$ cat src/rtl/ic_to_p_if.sv
// Bundles the load-side matrices and the dense-vector output stream of ic_to_p.
// The slave modport is the decompressor; the master modport is the driver/consumer.
interface ic_to_p_if #(
    parameter int unsigned DATA_WIDTH = 8,
    parameter int unsigned s          = 3,
    parameter int unsigned kh         = 3,
    parameter int unsigned kw         = 3
);
    logic                             load;
    logic [s*kh*kw*DATA_WIDTH-1:0]    c_flat;
    logic [s*kh*kw*DATA_WIDTH-1:0]    i_flat;
    logic [kh*kw*DATA_WIDTH-1:0]      out_data;
    logic [DATA_WIDTH-1:0]            out_k;
    logic                             out_valid;
    logic                             out_ready;
    logic                             busy;
    logic                             done;
    logic                             fmt_err;

    modport master (
        output load, c_flat, i_flat, out_ready,
        input  out_data, out_k, out_valid, busy, done, fmt_err
    );

    modport slave (
        input  load, c_flat, i_flat, out_ready,
        output out_data, out_k, out_valid, busy, done, fmt_err
    );
endinterface

$ cat src/rtl/ic_to_p.sv
// Decompresses one C/I matrix pair into k dense vectors (one per k_index 1..k),
// streamed over a valid/ready handshake with all outputs registered.
module ic_to_p #(
    parameter int unsigned DATA_WIDTH = 8,
    parameter int unsigned s          = 3,
    parameter int unsigned kh         = 3,
    parameter int unsigned kw         = 3,
    parameter int unsigned k          = 10
) (
    input logic        clk,
    input logic        rst_b,
    ic_to_p_if.slave   bus
);
    localparam int Dw      = int'(DATA_WIDTH);
    localparam int Slots   = int'(s);
    localparam int Lanes   = int'(kh * kw);
    localparam int Entries = Slots * Lanes;
    localparam int MatW    = Entries * Dw;
    localparam int VecW    = Lanes * Dw;

    typedef logic [Dw-1:0] word_t;
    localparam word_t KMax = word_t'(k);

    typedef enum logic [1:0] {StIdle, StRun, StDone} state_e;

    state_e          state_q;
    logic [MatW-1:0] c_q;
    logic [MatW-1:0] i_q;

    // Descending slot scan so the lowest matching slot is the one left standing.
    function automatic logic [VecW-1:0] decode(input logic [MatW-1:0] c,
                                               input logic [MatW-1:0] i,
                                               input word_t j);
        logic [VecW-1:0] v;
        v = '0;
        for (int ln = 0; ln < Lanes; ln++) begin
            for (int sl = Slots - 1; sl >= 0; sl--) begin
                if (j != '0 && i[(sl*Lanes+ln)*Dw +: Dw] == j) begin
                    v[ln*Dw +: Dw] = c[(sl*Lanes+ln)*Dw +: Dw];
                end
            end
        end
        return v;
    endfunction

    function automatic logic fmt_check(input logic [MatW-1:0] i);
        logic  err;
        logic  seen_zero;
        word_t prev;
        word_t idx;
        err = 1'b0;
        for (int ln = 0; ln < Lanes; ln++) begin
            seen_zero = 1'b0;
            prev      = '0;
            for (int sl = 0; sl < Slots; sl++) begin
                idx = i[(sl*Lanes+ln)*Dw +: Dw];
                if (idx == '0) begin
                    seen_zero = 1'b1;
                end else begin
                    if (idx > KMax) err = 1'b1;
                    if (seen_zero || (prev != '0 && idx <= prev)) err = 1'b1;
                    prev = idx;
                end
            end
        end
        return err;
    endfunction

    always_ff @(posedge clk or negedge rst_b) begin
        if (!rst_b) begin
            state_q       <= StIdle;
            c_q           <= '0;
            i_q           <= '0;
            bus.out_data  <= '0;
            bus.out_k     <= '0;
            bus.out_valid <= 1'b0;
            bus.busy      <= 1'b0;
            bus.done      <= 1'b0;
            bus.fmt_err   <= 1'b0;
        end else begin
            case (state_q)
                StIdle: begin
                    bus.done <= 1'b0;
                    if (bus.load) begin
                        c_q           <= bus.c_flat;
                        i_q           <= bus.i_flat;
                        bus.fmt_err   <= fmt_check(bus.i_flat);
                        bus.out_data  <= decode(bus.c_flat, bus.i_flat, word_t'(1));
                        bus.out_k     <= word_t'(1);
                        bus.out_valid <= 1'b1;
                        bus.busy      <= 1'b1;
                        state_q       <= StRun;
                    end
                end
                StRun: begin
                    if (bus.out_valid && bus.out_ready) begin
                        if (bus.out_k == KMax) begin
                            bus.out_data  <= '0;
                            bus.out_k     <= '0;
                            bus.out_valid <= 1'b0;
                            bus.busy      <= 1'b0;
                            bus.done      <= 1'b1;
                            state_q       <= StDone;
                        end else begin
                            bus.out_k    <= bus.out_k + word_t'(1);
                            bus.out_data <= decode(c_q, i_q, bus.out_k + word_t'(1));
                        end
                    end
                end
                StDone: begin
                    bus.done <= 1'b0;
                    state_q  <= StIdle;
                end
                default: begin
                    state_q <= StIdle;
                end
            endcase
        end
    end
endmodule

$ cat src/flat_wrapper.sv
// flat-port wrapper written by rule: the top's interface ports become plain ports
module ic_to_p_flat 
#(
    parameter int unsigned DATA_WIDTH = 8,
    parameter int unsigned s          = 3,
    parameter int unsigned kh         = 3,
    parameter int unsigned kw         = 3,
    parameter int unsigned k          = 10
)
  (clk, rst_b, bus_load, bus_c_flat, bus_i_flat, bus_out_ready, bus_out_data, bus_out_k, bus_out_valid, bus_busy, bus_done, bus_fmt_err);
  ic_to_p_if #(.DATA_WIDTH(DATA_WIDTH), .s(s), .kh(kh), .kw(kw)) bus_i ();
  input logic clk;
  input logic rst_b;
  input wire logic [$bits(bus_i.load)-1:0] bus_load;
  input wire logic [$bits(bus_i.c_flat)-1:0] bus_c_flat;
  input wire logic [$bits(bus_i.i_flat)-1:0] bus_i_flat;
  input wire logic [$bits(bus_i.out_ready)-1:0] bus_out_ready;
  output wire logic [$bits(bus_i.out_data)-1:0] bus_out_data;
  output wire logic [$bits(bus_i.out_k)-1:0] bus_out_k;
  output wire logic [$bits(bus_i.out_valid)-1:0] bus_out_valid;
  output wire logic [$bits(bus_i.busy)-1:0] bus_busy;
  output wire logic [$bits(bus_i.done)-1:0] bus_done;
  output wire logic [$bits(bus_i.fmt_err)-1:0] bus_fmt_err;
  assign bus_i.load = bus_load;
  assign bus_i.c_flat = bus_c_flat;
  assign bus_i.i_flat = bus_i_flat;
  assign bus_i.out_ready = bus_out_ready;
  assign bus_out_data = bus_i.out_data;
  assign bus_out_k = bus_i.out_k;
  assign bus_out_valid = bus_i.out_valid;
  assign bus_busy = bus_i.busy;
  assign bus_done = bus_i.done;
  assign bus_fmt_err = bus_i.fmt_err;
  ic_to_p #(.DATA_WIDTH(DATA_WIDTH), .s(s), .kh(kh), .kw(kw), .k(k)) u_core (.clk(clk), .rst_b(rst_b), .bus(bus_i));
endmodule
$ cat config.mk
export PLATFORM = sky130hd
export DESIGN_NAME = ic_to_p_flat
export DESIGN_NICKNAME = d
export VERILOG_FILES = /design/src/rtl/ic_to_p_if.sv /design/src/rtl/ic_to_p.sv /design/src/flat_wrapper.sv
export SDC_FILE = /design/constraint.sdc
export NUM_CORES = 2
export LEC_CHECK = 0
export BUFFER_PORTS_ARGS = -buffer_cell sky130_fd_sc_hd__buf_2
export CAP_MARGIN = 30
export CELL_PAD_IN_SITES_DETAIL_PLACEMENT = 1
export CELL_PAD_IN_SITES_GLOBAL_PLACEMENT = 2
export CORE_ASPECT_RATIO = 1.1
export CORE_MARGIN = 2
export CORE_UTILIZATION = 30
export DETAILED_ROUTE_END_ITERATION = 6
export GPL_TIMING_DRIVEN = 0
export PLACE_DENSITY_LB_ADDON = 0.1
export SETUP_SLACK_MARGIN = 0.05
export SYNTH_ARGS = -nofsm -noshare
export SYNTH_HDL_FRONTEND = slang
export SYNTH_SLANG_ARGS = --single-unit
$ cat constraint.sdc
create_clock -name clk -period 4.1 [get_ports clk]
set_input_delay 0.41 -clock clk [delete_from_list [all_inputs] [get_ports clk]]
set_output_delay 0.41 -clock clk [all_outputs]
set_load 0.01 [all_outputs]
==> results.toml <==
[status]
run_status = "finished, final reports clean"

[sta]
final.period_utilization = 0.972
setup_repair_after_global_routing_missed_its_margin = "no"
finalSetupTns_ps = 0
clock.fmax_mhz = 251
timing.clock.skew_ps = 31.6
maxSlewHeadroom = 0.261
timing_hold_violations_final = 0
period_needed_ps = 3990
finalSetupViolations = 0
drv_slew = 0
worst_slew_pin_slew_ps = 1100

[hold_path]
min-delay-path-class = "input port to register"
hold_path.startpoint = "bus_c_flat[208]"

[cts]
clk_transition_reported_paths_ps = 60
tritoncts_num_sinks = 517
tritoncts = "yes"
cts-htree-levels = 3
clock_tree.root_cell = "clkbuf_16"
cts_inserted_buffers = 68
insertion_delay_ps = 650
cts.path.max_buffers = 3

[drt]
avgRoutedWirePerCell_um = 28.3
vias = 32800
vias_per_cell = 5.47
drt-initial-drc-count = 2097
remaining_drc_errors = 0
detailedRoute.firstPassIterationCount = 5
wirelength_um = 170000
antenna_left = 0

[worst_setup_path]
critical_path.most_common_cell = "buf_2"
worst-setup-path-type = "register to register"
timing.critical_path.slowest_cell_delay_ps = 540
worst_path_max_delay_cell = "nor3_2"
required_ps = 4610
start_kind = "register"
timing.critical_path.arrival_ps = 4500
crit_end_element = "register"
critical_path.reg2reg.startpoint = "u_core.bus.out_k[5]"
crit_path_cell_trace = "buf_2 > inv_1 > nor3_2 > a22o_1 > buf_2 > a41oi_1 > and2_1 > buf_2 > a221o_1 > a221o_1"
timing.critical_path.fanout_max = 10
setup.worst_path.start = "u_core.bus.out_k[5]"

[layout]
final-instance-count-excl-fill = 6008
final_cell_mix = "nand2_1, buf_2, dfrtp_1"
layout-drive-gt1-share = 0.180
commonest_non_fill_non_tap_cell_in_the_layout = "nand2_1"
num-nets-final = 5123
nFillCells = 12600
finish.utilization = 0.391
flow.area_growth_from_synthesis_pct = 29.7

[place]
dpl.cell_count = 5697
finalWeightedCongestion = 0.950
buffer_ports.inserted = 519
post-dp-hpwl_um = 131000

[synthesis]
total_number_of_yosys_warnings = 0
asyncSetResetFlopFracSynth = 1.00
synth_area_per_inst_um2 = 8.50
yosys_register_bits = 517
ys_seq_area_frac = 0.407
syn-instance-count = 3738
postSynth.topFlopCell = "dfrtp_1"
yosys.cell_types.count = 85
synth.net_count = 4321
synthesis.area_um2 = 31800
number_of_flops_mapped_to_enable_cells_by_yosys = 0

[die]
die-area_um2 = 109000
chipWidth_um = 314
top_level_ports = 520
rows = 125
vertical_die_dimension_um = 345
floorplan_core_area_um2 = 105000
start_util = 0.302

[power]
total_power_w = 0.0257
power_density_nw_per_um2 = 624
p_leak_nw = 19.7
vdd_drop_max_mv = 0.304

[flow_run]
drv.max_cap_violation_count = 0

[grt]
globalRouteTotalUtil = 0.308
grt_pass1_wl_um = 243000
maximum_number_of_pins_on_one_net_before_global_route_repair = 108
grt_pass1_vias = 34100
globalRoute.totalOverflow = 0
initial_antenna_violation_count = 71
-- cells by family (layout without fill, tap and decap cells) --
family,count (synthesis),count (layout),share of synthesized area
AOI/OAI and AO/OA,898,898,0.193
DFF,517,517,0.407
adders and majority gates,147,147,0.0579
muxes,7,7,0.00220
buffers and inverters,349,1202,0.0460
other,0,20,0
and+or+nand+nor,1609,1609,0.219
xor gates and xnor gates,211,211,0.0754
-- path summary, 6_finish.rpt --
path                            cells past startpoint  slack, ps                      to
worst max-delay path                               10        110  u_core.bus.out_data[7]
worst min-delay path                                3         20         u_core.c_q[208]
worst max register to register                     10        110  u_core.bus.out_data[7]
worst min register to register                      2        470          u_core.c_q[39]
max in group asynchronous                           5       1860          u_core.c_q[48]
min in group asynchronous                           2        380          u_core.i_q[87]
-- state kept, by name (all words and copies together) (netlist names) --
name / cells
u_core.bus.done: 1
u_core.bus.out_valid: 1
u_core.i_q: 216
u_core.bus.fmt_err: 1
u_core.bus.out_k: 8
u_core.c_q: 216
u_core.bus.out_data: 72
u_core.state_q: 2
-- routing by layer --
metal / vias up / share of wire / GRT usage
li1: 14800 / - / -
met3: 333 / 0.073 / 0.0713
met2: 1107 / 0.46 / 0.503
met4: 66 / 0.037 / 0.105
met1: 16600 / 0.42 / 0.398
met5: - / 0.0024 / 0
-- Yosys cell counts (all sizes together) (13+ instances only) --
master / number / area share
nand2: 1154 / 0.14
dfrtp: 517 / 0.41
a21oi: 220 / 0.035
o21ai: 201 / 0.032
clkbuf: 167 / 0.020
ha: 147 / 0.058
inv: 118 / 0.014
nor2: 103 / 0.012
xor2: 95 / 0.026
xnor2: 80 / 0.024
a221oi: 78 / 0.025
a211oi: 73 / 0.018
nor3: 70 / 0.012
a22oi: 66 / 0.016
buf: 64 / 0.012
nor2b: 53 / 0.010
nand4: 52 / 0.010
or4: 52 / 0.012
o31ai: 42 / 0.0099
o211ai: 38 / 0.0090
xnor3: 36 / 0.026
nand3: 33 / 0.0054
nor4: 26 / 0.0053
a21boi: 24 / 0.0057
o22ai: 24 / 0.0047
or3: 22 / 0.0043
o221ai: 14 / 0.0039
a2111oi: 13 / 0.0048
o211a: 13 / 0.0041
-- area by class of cell --
class / instances / area, um^2 / share of cell area
multi-input cells: 2872 / 17600 / 0.428
flip-flops and latches: 517 / 12900 / 0.314
repair buffers: 734 / 4960 / 0.120
clock buffers: 100 / 1990 / 0.0484
well taps: 1397 / 1750 / 0.0424
plain buffers: 229 / 1130 / 0.0275
inverters: 118 / 443 / 0.0107
clock inverters: 21 / 312 / 0.00756
diodes: 20 / 50.0 / 0.00121
-- per-stage QoR --
stage	setup slack (ps)	cell area, um^2	hold slack, ps
after floorplan	249	31800	114
after global placement	-9580	36100	452
after detailed placement	-2810	36800	458
after CTS	76.0	41000	0.0407
after global routing	86.7	41200	15.0
final	115	41200	19.3
-- timing repair --
action,in CTS,in global routing
hold buffers,146,0
hold endpoints to repair,222,0
endpoints found under the setup margin,79,60
resized for setup,49,17
pin swaps,3,3
setup buffers,13,11
-- where the power goes --
part	leakage, nW	total [W]	internal [W]	switching (W)
Combinational	12.0	0.0102	0.00395	0.00621
Clock	1.13	0.00638	0.00382	0.00256
Sequential	6.54	0.00917	0.00735	0.00182
Total	19.7	0.0257	0.0151	0.0106
-- worst max-delay path, delay by kind of cell, from the launching register on --
| family | cells | cell delay, ps |
|---|---|---|
| flip-flops | 1 | 470 |
| AO/OA/AOI/OAI | 4 | 1310 |
| buffers and inverters | 4 | 1190 |
| AND/OR/NAND/NOR | 2 | 860 |
No activity file was read; power rests on OpenSTA's default activity.
